### config.mk
export PLATFORM = sky130hd
export DESIGN_NAME = cam_access_arbiter_flat
export DESIGN_NICKNAME = d
export VERILOG_FILES = /design/src/rtl/cam_access_arbiter_if.sv /design/src/rtl/cam_access_arbiter.sv /design/src/flat_wrapper.sv
export SDC_FILE = /design/constraint.sdc
export NUM_CORES = 1
export LEC_CHECK = 0
export BUFFER_PORTS_ARGS = -buffer_cell sky130_fd_sc_hd__buf_2
export CAP_MARGIN = 5
export CORE_MARGIN = 4
export CORE_UTILIZATION = 47
export DETAILED_ROUTE_END_ITERATION = 16
export GPL_ROUTABILITY_DRIVEN = 1
export HOLD_SLACK_MARGIN = 0.05
export PLACE_DENSITY_LB_ADDON = 0.2
export SETUP_SLACK_MARGIN = 0.3
export SYNTH_ARGS = -nofsm -noshare
export SYNTH_HDL_FRONTEND = slang
export SYNTH_SLANG_ARGS = --single-unit
### constraint.sdc
create_clock -name axis_aclk -period 2.2 [get_ports axis_aclk]
set_clock_uncertainty 0.15 [all_clocks]
set_input_delay 0.44 -clock axis_aclk [delete_from_list [all_inputs] [get_ports axis_aclk]]
set_output_delay 0.44 -clock axis_aclk [all_outputs]
set_load 0.02 [all_outputs]
### src/rtl/cam_access_arbiter_if.sv
// Request/result/CAM signal bundle for cam_access_arbiter.
// The slave modport is the arbiter's view; master is the requester/CAM side.
interface cam_access_arbiter_if #(
    parameter int unsigned C_TCAM_ADDR_WIDTH       = 5,
    parameter int unsigned C_TCAM_DATA_WIDTH       = 32,
    parameter int unsigned C_TCAM_MATCH_ADDR_WIDTH = 5
);
    logic                               lkp_valid;
    logic [C_TCAM_DATA_WIDTH-1:0]       lkp_key;
    logic                               lkp_ready;
    logic                               res_valid;
    logic                               res_match;
    logic [C_TCAM_MATCH_ADDR_WIDTH-1:0] res_addr;
    logic                               wr_valid;
    logic [C_TCAM_ADDR_WIDTH-1:0]       wr_addr;
    logic [C_TCAM_DATA_WIDTH-1:0]       wr_data;
    logic                               wr_ready;
    logic                               wr_done;
    logic                               cam_we;
    logic [C_TCAM_ADDR_WIDTH-1:0]       cam_addr_wr;
    logic [C_TCAM_DATA_WIDTH-1:0]       cam_din;
    logic                               cam_busy;
    logic [C_TCAM_DATA_WIDTH-1:0]       cam_cmp_din;
    logic                               cam_match;
    logic [C_TCAM_MATCH_ADDR_WIDTH-1:0] cam_match_addr;

    modport slave (
        input  lkp_valid, lkp_key, wr_valid, wr_addr, wr_data,
        input  cam_busy, cam_match, cam_match_addr,
        output lkp_ready, res_valid, res_match, res_addr, wr_ready, wr_done,
        output cam_we, cam_addr_wr, cam_din, cam_cmp_din
    );

    modport master (
        output lkp_valid, lkp_key, wr_valid, wr_addr, wr_data,
        output cam_busy, cam_match, cam_match_addr,
        input  lkp_ready, res_valid, res_match, res_addr, wr_ready, wr_done,
        input  cam_we, cam_addr_wr, cam_din, cam_cmp_din
    );
endinterface

### src/rtl/cam_access_arbiter.sv
// Shares one CAM between a pipelined lookup stream and serialised, starvation-bounded writes.
// Define CAM_ARB_STATS_EN to add the stat_lookups/stat_hits/stat_writes counters.
module cam_access_arbiter #(
    parameter int unsigned C_TCAM_ADDR_WIDTH       = 5,
    parameter int unsigned C_TCAM_DATA_WIDTH       = 32,
    parameter int unsigned C_TCAM_MATCH_ADDR_WIDTH = 5,
    parameter int unsigned CAM_LATENCY             = 1,
    parameter int unsigned STARVE_LIMIT            = 16
) (
    input logic                 axis_aclk,
    input logic                 axis_resetn,
    cam_access_arbiter_if.slave bus
`ifdef CAM_ARB_STATS_EN
    ,
    output logic [31:0]         stat_lookups,
    output logic [31:0]         stat_hits,
    output logic [31:0]         stat_writes
`endif
);
    typedef enum logic [1:0] {StIdle, StDrain, StWrIssue, StWrWait} state_e;

    localparam logic [7:0] StarveLim = 8'(STARVE_LIMIT);

    state_e                             state_q, state_d;
    logic [CAM_LATENCY:0]               tag_q;
    logic [C_TCAM_DATA_WIDTH-1:0]       cmp_q;
    logic                               res_valid_q, res_match_q;
    logic [C_TCAM_MATCH_ADDR_WIDTH-1:0] res_addr_q;
    logic                               wr_pend_q, wr_pend_d;
    logic [C_TCAM_ADDR_WIDTH-1:0]       hold_addr_q;
    logic [C_TCAM_DATA_WIDTH-1:0]       hold_data_q;
    logic                               wr_ready_q;
    logic                               wr_done_q, wr_done_d;
    logic [7:0]                         starve_q, starve_d;
    logic                               rst_done_q;
    logic                               starved, lkp_ready, lkp_acc, wr_acc, inflight;

    // rst_done_q keeps lkp_ready low for the first cycle out of reset.
    assign starved   = wr_pend_q & (starve_q == StarveLim);
    assign lkp_ready = rst_done_q & (state_q == StIdle) & ~bus.cam_busy & ~starved;
    assign lkp_acc   = bus.lkp_valid & lkp_ready;
    assign wr_acc    = bus.wr_valid & wr_ready_q;
    assign inflight  = |tag_q;

    always_comb begin
        state_d   = state_q;
        wr_pend_d = wr_pend_q;
        wr_done_d = 1'b0;
        starve_d  = starve_q;
        if (wr_acc) begin
            wr_pend_d = 1'b1;
        end
        if (wr_pend_q && lkp_acc) begin
            starve_d = starve_q + 8'd1;
        end
        unique case (state_q)
            StIdle: begin
                // A write accepted this cycle counts as pending for the drain decision.
                if ((wr_pend_q || wr_acc) && !lkp_acc) begin
                    state_d = StDrain;
                end
            end
            StDrain: begin
                if (!inflight && !bus.cam_busy) begin
                    state_d  = StWrIssue;
                    starve_d = 8'd0;
                end
            end
            StWrIssue: begin
                state_d = StWrWait;
            end
            StWrWait: begin
                if (!bus.cam_busy) begin
                    state_d   = StIdle;
                    wr_done_d = 1'b1;
                    wr_pend_d = 1'b0;
                end
            end
            default: begin
                state_d = StIdle;
            end
        endcase
    end

    always_ff @(posedge axis_aclk) begin
        if (!axis_resetn) begin
            state_q     <= StIdle;
            tag_q       <= '0;
            cmp_q       <= '0;
            res_valid_q <= 1'b0;
            res_match_q <= 1'b0;
            res_addr_q  <= '0;
            wr_pend_q   <= 1'b0;
            hold_addr_q <= '0;
            hold_data_q <= '0;
            wr_ready_q  <= 1'b0;
            wr_done_q   <= 1'b0;
            starve_q    <= 8'd0;
            rst_done_q  <= 1'b0;
        end else begin
            state_q     <= state_d;
            tag_q       <= {tag_q[CAM_LATENCY-1:0], lkp_acc};
            res_valid_q <= tag_q[CAM_LATENCY];
            wr_pend_q   <= wr_pend_d;
            wr_ready_q  <= ~wr_pend_d;
            wr_done_q   <= wr_done_d;
            starve_q    <= starve_d;
            rst_done_q  <= 1'b1;
            if (lkp_acc) begin
                cmp_q <= bus.lkp_key;
            end
            if (tag_q[CAM_LATENCY]) begin
                res_match_q <= bus.cam_match;
                res_addr_q  <= bus.cam_match_addr;
            end
            if (wr_acc) begin
                hold_addr_q <= bus.wr_addr;
                hold_data_q <= bus.wr_data;
            end
        end
    end

    assign bus.lkp_ready   = lkp_ready;
    assign bus.res_valid   = res_valid_q;
    assign bus.res_match   = res_match_q;
    assign bus.res_addr    = res_addr_q;
    assign bus.wr_ready    = wr_ready_q;
    assign bus.wr_done     = wr_done_q;
    assign bus.cam_we      = (state_q == StWrIssue);
    assign bus.cam_addr_wr = hold_addr_q;
    assign bus.cam_din     = hold_data_q;
    assign bus.cam_cmp_din = cmp_q;

`ifdef CAM_ARB_STATS_EN
    logic [31:0] stat_lookups_q, stat_hits_q, stat_writes_q;

    always_ff @(posedge axis_aclk) begin
        if (!axis_resetn) begin
            stat_lookups_q <= 32'd0;
            stat_hits_q    <= 32'd0;
            stat_writes_q  <= 32'd0;
        end else begin
            if (res_valid_q) begin
                stat_lookups_q <= stat_lookups_q + 32'd1;
            end
            if (res_valid_q && res_match_q) begin
                stat_hits_q <= stat_hits_q + 32'd1;
            end
            if (wr_done_q) begin
                stat_writes_q <= stat_writes_q + 32'd1;
            end
        end
    end

    assign stat_lookups = stat_lookups_q;
    assign stat_hits    = stat_hits_q;
    assign stat_writes  = stat_writes_q;
`endif
endmodule

### src/flat_wrapper.sv
// flat-port wrapper written by rule: the top's interface ports become plain ports
module cam_access_arbiter_flat 
#(
    parameter int unsigned C_TCAM_ADDR_WIDTH       = 5,
    parameter int unsigned C_TCAM_DATA_WIDTH       = 32,
    parameter int unsigned C_TCAM_MATCH_ADDR_WIDTH = 5,
    parameter int unsigned CAM_LATENCY             = 1,
    parameter int unsigned STARVE_LIMIT            = 16
)
  (axis_aclk, axis_resetn, bus_lkp_valid, bus_lkp_key, bus_wr_valid, bus_wr_addr, bus_wr_data, bus_cam_busy, bus_cam_match, bus_cam_match_addr, bus_lkp_ready, bus_res_valid, bus_res_match, bus_res_addr, bus_wr_ready, bus_wr_done, bus_cam_we, bus_cam_addr_wr, bus_cam_din, bus_cam_cmp_din);
  cam_access_arbiter_if #(.C_TCAM_ADDR_WIDTH(C_TCAM_ADDR_WIDTH), .C_TCAM_DATA_WIDTH(C_TCAM_DATA_WIDTH), .C_TCAM_MATCH_ADDR_WIDTH(C_TCAM_MATCH_ADDR_WIDTH)) bus_i ();
  input logic axis_aclk;
  input logic axis_resetn;
  input wire logic [$bits(bus_i.lkp_valid)-1:0] bus_lkp_valid;
  input wire logic [$bits(bus_i.lkp_key)-1:0] bus_lkp_key;
  input wire logic [$bits(bus_i.wr_valid)-1:0] bus_wr_valid;
  input wire logic [$bits(bus_i.wr_addr)-1:0] bus_wr_addr;
  input wire logic [$bits(bus_i.wr_data)-1:0] bus_wr_data;
  input wire logic [$bits(bus_i.cam_busy)-1:0] bus_cam_busy;
  input wire logic [$bits(bus_i.cam_match)-1:0] bus_cam_match;
  input wire logic [$bits(bus_i.cam_match_addr)-1:0] bus_cam_match_addr;
  output wire logic [$bits(bus_i.lkp_ready)-1:0] bus_lkp_ready;
  output wire logic [$bits(bus_i.res_valid)-1:0] bus_res_valid;
  output wire logic [$bits(bus_i.res_match)-1:0] bus_res_match;
  output wire logic [$bits(bus_i.res_addr)-1:0] bus_res_addr;
  output wire logic [$bits(bus_i.wr_ready)-1:0] bus_wr_ready;
  output wire logic [$bits(bus_i.wr_done)-1:0] bus_wr_done;
  output wire logic [$bits(bus_i.cam_we)-1:0] bus_cam_we;
  output wire logic [$bits(bus_i.cam_addr_wr)-1:0] bus_cam_addr_wr;
  output wire logic [$bits(bus_i.cam_din)-1:0] bus_cam_din;
  output wire logic [$bits(bus_i.cam_cmp_din)-1:0] bus_cam_cmp_din;
  assign bus_i.lkp_valid = bus_lkp_valid;
  assign bus_i.lkp_key = bus_lkp_key;
  assign bus_i.wr_valid = bus_wr_valid;
  assign bus_i.wr_addr = bus_wr_addr;
  assign bus_i.wr_data = bus_wr_data;
  assign bus_i.cam_busy = bus_cam_busy;
  assign bus_i.cam_match = bus_cam_match;
  assign bus_i.cam_match_addr = bus_cam_match_addr;
  assign bus_lkp_ready = bus_i.lkp_ready;
  assign bus_res_valid = bus_i.res_valid;
  assign bus_res_match = bus_i.res_match;
  assign bus_res_addr = bus_i.res_addr;
  assign bus_wr_ready = bus_i.wr_ready;
  assign bus_wr_done = bus_i.wr_done;
  assign bus_cam_we = bus_i.cam_we;
  assign bus_cam_addr_wr = bus_i.cam_addr_wr;
  assign bus_cam_din = bus_i.cam_din;
  assign bus_cam_cmp_din = bus_i.cam_cmp_din;
  cam_access_arbiter #(.C_TCAM_ADDR_WIDTH(C_TCAM_ADDR_WIDTH), .C_TCAM_DATA_WIDTH(C_TCAM_DATA_WIDTH), .C_TCAM_MATCH_ADDR_WIDTH(C_TCAM_MATCH_ADDR_WIDTH), .CAM_LATENCY(CAM_LATENCY), .STARVE_LIMIT(STARVE_LIMIT)) u_core (.axis_aclk(axis_aclk), .axis_resetn(axis_resetn), .bus(bus_i));
endmodule
==> reports/results.tsv, run 1 <==
stage	metric	value	unit
route	drtIter0Drc	102	
pwr	power.ir.vdd_worst	0.512	mV
setup_path	criticalPathCategory	reg -> out	
timing	max_slew_margin	67.7	%
layout	post-route-util	65.1	%
setup_path	critical_path_required	1610	ps
route	drt-total-wl	8890	um
setup_path	startpoint_type	flip-flop	
floorplanning	core	0.00737	sq mm
yosys	synthCells	405	
route	antenna_left	0	
run	drv.max_cap_violation_count	0	
yosys	yosysWarnings	0	
floorplanning	core.rowCount	31	
floorplanning	dieWidth	95.6	um
timing	achievable-frequency	0.516	GHz
timing	worst_slew_pin_slew	483	ps
grt	first_global_vias	2915	
clock_tree	tritoncts	yes	
timing	setup_viol	0	
clock_tree	cts_clk_pin_slew_worst_paths	80	ps
route	avgRoutedWirePerCell	13.3	um
layout	diodes	0	
floorplanning	design.die.area	0.00914	sq mm
yosys	synthDominantAreaCellType	sky130_fd_sc_hd__dfxtp_1	
route	drt_pass1_iterations	6	
clock_tree	cts-buffers-inserted	9	
setup_path	nature_of_the_critical_path_endpoint	output pin	
grt	grt_antenna_before_repair	0	
place	numPortBuffers	159	
yosys	synth.avg_cell_area	8.91	sq um
clock_tree	hold_buffers	0	
timing	grt_setup_unrepaired	yes	
floorplanning	initial_util	49.0	%
timing	layout_min_cycle_time	1940	ps
yosys	yosys-top-cells-area	sky130_fd_sc_hd__dfxtp_1 51%, sky130_fd_sc_hd__nand2_1 15%, sky130_fd_sc_hd__a21boi_0 8.1%	
route	drc_errors	0	
clock_tree	insertion_delay	340	ps
worst_hold_path	worstHoldPathType	in -> reg	
place	final_hpwl_from_detailed_placement	6290	um
yosys	sequential_element_share_of_the_synthesized_area	51.0	%
timing	worst_hold_margin	177	ps
yosys	synth_seq_cells	92	
grt	grtUsageTotal	18.6	%
pwr	leakage	0.00213	uW
layout	final_cell_area	0.00479	sq mm
layout	area_delta_synth_final	32.9	%
timing	timing.final.max_slew_violations	0	
grt	globalRouteOverflowTotal	0	
clock_tree	clockBufferDepth	2	
grt	grt_start_max_net_pins	48	
place	gp_routability_congestion	0.803	
setup_path	critical_path_arrival	1350	ps
run_status	status	complete, no violations	
yosys	ys_types	29	
timing	fin_setup_tns	0	ps
place	area_post_placement	0.00450	sq mm
clock_tree	tritoncts_num_sinks	92	
pwr	areal_power_density_over_the_cells	769	mW/mm^2
floorplanning	boundaryPins	160	
route	vias_per_cell	4.75	
yosys	synth_top_area_share	51.0	%
grt	grt_pass1_wl	13300	um
layout	final_nets	652	
floorplanning	die-height	95.6	um
setup_path	timing.critical_path.fanout_max	2	
pwr	design_power_total	3690	uW
timing	timing.final.crit_share	88.2	%
timing	final-hold-violation-count	0	
clock_tree	cts_htree_levels	3	
yosys	postSynthNetCount	492	
layout	nFillCells	681	
yosys	syn-cell-area	0.00361	sq mm
route	vias	3178	
layout	post_route_cells_drive_above_1_share	35.8	%
clock_tree	cts_root_buf	sky130_fd_sc_hd__clkbuf_8	
## through the flow
stage	worst slack, ps	instances
detailed placement	273	646
floorplan	386	405
global route	201	669
CTS	247	666
finish	260	669
global placement	374	646
## critical path, stage by stage (launching register included)
cell and delay [ps]:
sky130_fd_sc_hd__dfxtp_4 360, sky130_fd_sc_hd__inv_2 40, sky130_fd_sc_hd__ha_4 140, sky130_fd_sc_hd__and4bb_4 210, sky130_fd_sc_hd__a21oi_4 130, sky130_fd_sc_hd__buf_6 130
## final cells by class
cell class / instances / area (sq um) / share of cell area (%)
tap: 99 / 124 / 2.58
multi-input combinational: 284 / 1680 / 34.9
clock inverter: 4 / 50.0 / 1.04
inverter: 7 / 28.8 / 0.600
timing repair buffer: 171 / 930 / 19.4
clock buffer: 12 / 135 / 2.82
sequential: 92 / 1850 / 38.6
## logic make-up after synthesis
| logic type | count (synthesis) | synth area share (%) |
|---|---|---|
| AOI/OAI and AO/OA | 80 | 16.9 |
| DFF | 92 | 51.0 |
| muxes | 9 | 2.50 |
| adders and majority gates | 7 | 2.43 |
| buffers and inverters | 30 | 3.92 |
| xor gates and xnor gates | 7 | 1.70 |
| and+or+nand+nor | 180 | 21.5 |
## report_power, final
part	total [uW]	internal [uW]	switching, uW
sequential	1830	1770	65.1
combinational	792	335	457
clock	1060	525	540
total	3690	2630	1060
## cells in the final DEF, fill, tap and decap left out, drive strengths merged, types with 7 or more instances in the layout
cell      n
inv       7
ha        7
buf     171
clkbuf   12
mux2i     9
a21boi   69
nand2   146
nor2      8
nor2b     7
xnor2     7
dfxtp    92
## per-layer routing
layer | GRT usage, % | vias to the layer above | wire (um)
met3 | 5.84 | 16 | 714
met1 | 20.4 | 1430 | 3630
met2 | 32.3 | 97 | 4350
met4 | 9.00 | 0 | 193
li1 | - | 1635 | -
met5 | 0 | - | 0
## timing repair
action                     4_1_cts  5_1_grt
setup endpoints to repair        3        4
setup buffers                    4        2
gates resized for setup         15        5
pin swaps                        3        0
cloned                           0        1
## sequential cells by signal, summed over array words and instances, names as in the netlist
register	count
u_core.bus.cam_addr_wr	5
u_core.bus.cam_cmp_din	32
u_core.bus.cam_din	32
u_core.bus.res_addr	5
u_core.bus.res_match	1
u_core.bus.res_valid	1
u_core.bus.wr_done	1
u_core.bus.wr_ready	1
u_core.rst_done_q	1
u_core.starve_q	8
u_core.state_q	2
u_core.tag_q	2
u_core.wr_pend_q	1
## final timing paths
| check | from | endpoint | slack [ps] | depth (start not counted) |
|---|---|---|---|---|
| setup / recovery | u_core.starve_q[1]$_SDFF_PN0_ | bus_lkp_ready | 260 | 5 |
| hold / removal | bus_lkp_key[13] | u_core.bus.cam_cmp_din[13]$_SDFFE_PN0N_ | 180 | 3 |
| setup reg to reg | u_core.starve_q[7]$_SDFF_PN0_ | u_core.state_q[0]$_SDFFE_PN0P_ | 370 | 5 |
| hold reg to reg | u_core.bus.cam_cmp_din[28]$_SDFFE_PN0N_ | u_core.bus.cam_cmp_din[28]$_SDFFE_PN0N_ | 300 | 2 |
## cell usage after synthesis
cell / number
sky130_fd_sc_hd__nand2_1: 146
sky130_fd_sc_hd__and2_1: 5
sky130_fd_sc_hd__nand3_1: 4
sky130_fd_sc_hd__xnor2_1: 7
sky130_fd_sc_hd__dfxtp_1: 92
sky130_fd_sc_hd__o211ai_2: 1
sky130_fd_sc_hd__mux2i_1: 9
sky130_fd_sc_hd__and3_1: 1
sky130_fd_sc_hd__nand4b_4: 1
sky130_fd_sc_hd__a2111oi_2: 1
sky130_fd_sc_hd__nor2b_1: 7
sky130_fd_sc_hd__buf_2: 5
sky130_fd_sc_hd__inv_1: 7
sky130_fd_sc_hd__buf_6: 3
sky130_fd_sc_hd__nor4b_4: 1
sky130_fd_sc_hd__nand4_1: 1
sky130_fd_sc_hd__a21boi_1: 30
sky130_fd_sc_hd__nor4_1: 2
sky130_fd_sc_hd__and4bb_4: 1
sky130_fd_sc_hd__nor2_1: 8
sky130_fd_sc_hd__nor3_1: 3
sky130_fd_sc_hd__a211oi_1: 2
sky130_fd_sc_hd__clkbuf_1: 15
sky130_fd_sc_hd__a21boi_0: 39
sky130_fd_sc_hd__a21oi_2: 1
sky130_fd_sc_hd__ha_1: 7
sky130_fd_sc_hd__a21o_4: 1
sky130_fd_sc_hd__o21ai_0: 1
sky130_fd_sc_hd__a21oi_1: 4
Note: power is estimated with default switching activity, not from simulation.
==> run 2, diff against run 1 <==
REMOVE_ABC_BUFFERS = 1   (was default)
==> reports/results.tsv, run 2 (synthesis results as in run 1) <==
stage	metric	value	unit
run_status	status	complete, no violations	
pwr	areal_power_density_over_the_cells	773	mW/mm^2
place	gp_routability_congestion	0.748	
layout	final_nets	650	
timing	layout_min_cycle_time	1910	ps
pwr	intPower	2590	uW
timing	worst_slew_pin_slew	405	ps
floorplanning	core	0.00737	sq mm
place	area_post_placement	0.00446	sq mm
clock_tree	cts_root_buf	sky130_fd_sc_hd__clkbuf_8	
timing	fin_setup_tns	0	ps
pwr	clock_power_share	29.4	%
route	vias_per_cell	4.82	
timing	grt_setup_unrepaired	yes	
floorplanning	die-height	95.6	um
setup_path	worst_path_largest_cell_delay	360	ps
timing	achievable-frequency	0.523	GHz
floorplanning	boundaryPins	160	
clock_tree	insertion_delay	340	ps
floorplanning	design.die.area	0.00914	sq mm
pwr	power.ir.vdd_worst	0.444	mV
route	vias	3204	
grt	grtUsageTotal	18.7	%
clock_tree	hold_buffers	0	
timing	setup_viol	0	
grt	grt_start_max_net_pins	43	
pwr	power.share.sequential	50.1	%
setup_path	critical_path_arrival	1320	ps
layout	post_route_cells_drive_above_1_share	35.5	%
run	drv.max_cap_violation_count	0	
timing	timing.final.max_slew_violations	0	
setup_path	worst_path_max_delay_cell	sky130_fd_sc_hd__dfxtp_4	
floorplanning	dieWidth	95.6	um
setup_path	nature_of_the_critical_path_endpoint	output pin	
layout	post_layout_nonfiller_instances	665	
pwr	netSwitchingFraction	29.3	%
layout	layout.cells.most_common_list	158 x sky130_fd_sc_hd__buf_2, 146 x sky130_fd_sc_hd__nand2_1, 89 x sky130_fd_sc_hd__dfxtp_1, 39 x sky130_fd_sc_hd__a21boi_0, 30 x sky130_fd_sc_hd__a21boi_1	
setup_path	startpoint_type	flip-flop	
timing	final-hold-violation-count	0	
grt	grt_pass1_wl	13600	um
route	drt_pass1_iterations	4	
layout	area_delta_synth_final	31.1	%
clock_tree	clockBufferDepth	2	
layout	nFillCells	651	
clock_tree	cts_clk_pin_slew_worst_paths	90	ps
route	drt-total-wl	8840	um
grt	first_global_vias	3024	
setup_path	criticalPathCategory	reg -> out	
place	numPortBuffers	159	
setup_path	timing.critical_path.fanout_max	2	
grt	grt_antenna_before_repair	0	
setup_path	worstPathCellList	inv_2, ha_4, and4bb_4, a21oi_2, buf_4	
clock_tree	cts_htree_levels	3	
layout	final_common_cell	sky130_fd_sc_hd__buf_2	
grt	globalRouteOverflowTotal	0	
place	final_hpwl_from_detailed_placement	6060	um
pwr	leakage	0.00210	uW
pwr	p_sw	1070	uW
timing	max_slew_margin	72.9	%
setup_path	critical_path_required	1610	ps
timing	setup_slack	289	ps
worst_hold_path	worstHoldPathType	in -> reg	
place	place_ws	297	ps
layout	final_cell_area	0.00473	sq mm
route	antenna_left	0	
layout	post-route-util	64.2	%
floorplanning	core.rowCount	31	
clock_tree	tritoncts_num_sinks	92	
route	drtIter0Drc	87	
route	drc_errors	0	
place	placed_cells_incl_taps	645	
clock_tree	cts-buffers-inserted	9	
pwr	pwr-share-comb	20.6	%
layout	diodes	0	
timing	timing.final.crit_share	86.9	%
clock_tree	tritoncts	yes	
floorplanning	initial_util	49.0	%
route	avgRoutedWirePerCell	13.3	um
run 2: worst max-delay path, delay by kind of cell, from the launching register on:
| family | cells | cell delay (ps) |
|---|---|---|
| flops | 1 | 360 |
| buf+inv | 2 | 190 |
| simple gates | 1 | 190 |
| fa+ha+maj | 1 | 140 |
| compound gates | 1 | 110 |
run 2: per-stage QoR:
step,total power [uW],hold WS [ps]
2_1_floorplan,2280,281
3_3_place_gp,2540,288
3_5_place_dp,2560,292
4_1_cts,3670,153
5_1_grt,3860,155
6_report,3660,168
run 2: path summary, 6_finish.rpt:
path / start / end / slack, ps / cells past startpoint
worst max register to register: u_core.starve_q[0]$_SDFF_PN0_ / u_core.state_q[0]$_SDFFE_PN0P_ / 430 / 7
worst min register to register: u_core.bus.cam_cmp_din[6]$_SDFFE_PN0N_ / u_core.bus.cam_cmp_din[6]$_SDFFE_PN0N_ / 310 / 2
worst min-delay path: bus_lkp_key[21] / u_core.bus.cam_cmp_din[21]$_SDFFE_PN0N_ / 170 / 3
worst max-delay path: u_core.starve_q[0]$_SDFF_PN0_ / bus_lkp_ready / 290 / 5
run 2: power by group through the flow:
stage	Combinational (uW)	Sequential, uW	Clock (uW)
2_1_floorplan	327	1960	0
3_3_place_gp	682	1860	0
3_5_place_dp	694	1870	0
4_1_cts	737	1830	1110
5_1_grt	832	1840	1180
6_report	752	1830	1080
run 2: layout make-up:
cell class | count | area, sq um | share of cell area, %
clock buffers | 10 | 128 | 2.70
clock inverters | 4 | 52.6 | 1.11
inverters | 7 | 26.3 | 0.555
multi-input cells | 284 | 1670 | 35.2
flip-flops and latches | 92 | 1850 | 39.1
well taps | 99 | 124 | 2.62
repair buffers | 169 | 886 | 18.7
run 2: layer usage:
metal	track usage, %	vias to the layer above	share of wire (%)
met1	21.4	1484	41
met2	32.7	83	51
met4	7.82	0	1.5
met3	4.89	11	6.1
li1	-	1626	-
met5	0	-	0
run 2: repair_timing:
item	in CTS	in global routing
pin swaps	4	1
resized for setup	13	2
endpoints found under the setup margin	2	7
gates cloned	0	1
buffers inserted	4	1
==> run 3, diff against run 2 <==
--- a/config.mk
+++ b/config.mk
@@ -15,5 +15,5 @@
 export PLACE_DENSITY_LB_ADDON = 0.2
 export REMOVE_ABC_BUFFERS = 1
-export SETUP_SLACK_MARGIN = 0.3
+export SETUP_SLACK_MARGIN = 0.2
 export SYNTH_ARGS = -nofsm -noshare
 export SYNTH_HDL_FRONTEND = slang
==> constraint.sdc (replaced) <==
create_clock -name axis_aclk -period 2.2 [get_ports axis_aclk]
set_clock_uncertainty 0.15 [all_clocks]
set_input_delay 0.22 -clock axis_aclk [delete_from_list [all_inputs] [get_ports axis_aclk]]
set_output_delay 0.22 -clock axis_aclk [all_outputs]
set_load 0.02 [all_outputs]
==> reports/results.tsv, run 3 (synthesis results as in run 1) <==
stage	metric	value	unit
setup_path	critical_path_required	1830	ps
run	drv.max_cap_violation_count	0	
grt	grtUsageTotal	22.3	%
setup_path	cp_startpoint	u_core.starve_q[0]$_SDFF_PN0_	
route	vias_per_cell	4.76	
clock_tree	cts_htree_levels	3	
floorplanning	dieWidth	95.6	um
layout	final_nets	720	
timing	final-hold-violation-count	0	
setup_path	startpoint_type	flip-flop	
clock_tree	insertion_delay	340	ps
route	drc_errors	0	
route	routedLengthMet1	3790	um
clock_tree	cts_clk_pin_slew_worst_paths	80	ps
route	antenna_left	0	
layout	area_delta_synth_final	52.5	%
timing	fin_setup_tns	0	ps
pwr	leakage	0.00243	uW
grt	grt_pass1_wl	16000	um
place	numPortBuffers	159	
worst_hold_path	worstHoldPathType	in -> reg	
timing	timing.final.max_slew_violations	0	
clock_tree	tritoncts	yes	
layout	post-route-util	74.7	%
worst_hold_path	hold_path_depth	3	
worst_hold_path	holdCritStartpoint	bus_cam_busy	
place	gp_routability_congestion	0.826	
layout	area_occupied_by_multi_input_gates	0.00163	sq mm
grt	grt_antenna_before_repair	0	
floorplanning	core	0.00737	sq mm
clock_tree	tritoncts_num_sinks	92	
route	vias	3511	
route	route.top_layer_used	met4	
setup_path	nature_of_the_critical_path_endpoint	output pin	
run_status	status	complete, no violations	
setup_path	rr_worst_depth	4	
route	avgRoutedWirePerCell	13.6	um
floorplanning	initial_util	49.0	%
clock_tree	cts-buffers-inserted	9	
timing	layout_min_cycle_time	1920	ps
timing	grt_setup_unrepaired	yes	
timing	achievable-frequency	0.521	GHz
setup_path	critical_path_arrival	1550	ps
setup_path	timing.critical_path.fanout_max	6	
setup_path	crit-reg2reg-capture	u_core.state_q[1]$_SDFFE_PN0P_	
route	drtIter0Drc	147	
layout	final_common_cell	sky130_fd_sc_hd__buf_2	
timing	worst_slew_pin_slew	479	ps
setup_path	crit-reg2reg-launch	u_core.starve_q[5]$_SDFF_PN0_	
pwr	areal_power_density_over_the_cells	744	mW/mm^2
floorplanning	boundaryPins	160	
timing	max_slew_margin	67.9	%
route	dr_wl_met3	553	um
layout	post_route_cells_drive_above_1_share	29.6	%
floorplanning	die-height	95.6	um
timing	setup_viol	0	
floorplanning	design.die.area	0.00914	sq mm
route	met2_routed_length	5290	um
place	place_ws	287	ps
clock_tree	clockBufferDepth	2	
route	drt_pass1_iterations	4	
setup_path	criticalPathCategory	reg -> out	
layout	diodes	0	
worst_hold_path	min_to	u_core.bus.wr_done$_SDFF_PN0_	
setup_path	r2r_setup_slack	330	ps
grt	first_global_vias	3489	
floorplanning	core.rowCount	31	
layout	seqCellArea	0.00185	sq mm
layout	layout.cells.most_common_list	158 x sky130_fd_sc_hd__buf_2, 146 x sky130_fd_sc_hd__nand2_1, 90 x sky130_fd_sc_hd__dfxtp_1, 76 x sky130_fd_sc_hd__dlygate4sd3_1, 39 x sky130_fd_sc_hd__a21boi_0	
route	drt-total-wl	10000	um
clock_tree	post-cts-setup-buffers	0	
timing	timing.final.crit_share	87.3	%
pwr	power.ir.vdd_worst	0.385	mV
timing	setup_slack	280	ps
place	final_hpwl_from_detailed_placement	6170	um
layout	nFillCells	544	
grt	globalRouteOverflowTotal	0	
clock_tree	cts_root_buf	sky130_fd_sc_hd__clkbuf_8	
grt	grt_start_max_net_pins	38	
[run 3: how the worst max path moves through the flow]
stage | end | slack (ps) | cells past startpoint
after floorplan | u_core.bus.cam_cmp_din[29]$_SDFFE_PN0N_ | 180 | 6
after global placement | u_core.starve_q[1]$_SDFF_PN0_ | 380 | 6
after detailed placement | u_core.starve_q[1]$_SDFF_PN0_ | 290 | 6
after CTS | bus_lkp_ready | 210 | 5
after global routing | bus_lkp_ready | 150 | 3
final | bus_lkp_ready | 280 | 5
[run 3: layout make-up]
type / instances / share of cell area, %
Sequential cell: 92 / 33.6
Multi-Input combinational cell: 283 / 29.7
Timing Repair Buffer: 240 / 29.2
Clock buffer: 12 / 2.64
Tap cell: 99 / 2.25
Clock inverter: 4 / 2.18
Inverter: 7 / 0.477
[run 3: per-layer routing]
metal  vias up  global-route usage (%)
li1       1766                       -
met4         0                    11.1
met3        36                    5.21
met2       103                    40.7
met1      1606                    23.8
met5         -                       0
[run 3: power by group]
part | switching [uW] | internal, uW
clock | 552 | 902
sequential | 62.6 | 1760
combinational | 451 | 363
[run 3: repair_timing]
action / CTS / global route
pin swaps: 0 / 0
gates cloned: 0 / 0
endpoints found under the hold margin: 76 / 0
hold buffers: 76 / 0
endpoints found under the setup margin: 1 / 3
gates resized for setup: 2 / 4
[run 3: through the flow]
stage | total power (uW) | cells | instance area, sq um | hold WS (ps)
2_1_floorplan | 2280 | 382 | 3490 | 97.7
3_3_place_gp | 2540 | 645 | 4460 | 288
3_5_place_dp | 2560 | 645 | 4460 | 292
4_1_cts | 4110 | 737 | 5490 | 77.0
5_1_grt | 4280 | 737 | 5500 | 125
6_report | 4100 | 737 | 5500 | 101
[run 3: critical path, cell delays in order, from the launching register on]
cell and delay [ps]:
sky130_fd_sc_hd__dfxtp_4 390, sky130_fd_sc_hd__inv_1 60, sky130_fd_sc_hd__ha_1 190, sky130_fd_sc_hd__and4bb_4 230
sky130_fd_sc_hd__a21oi_1 180, sky130_fd_sc_hd__buf_4 170
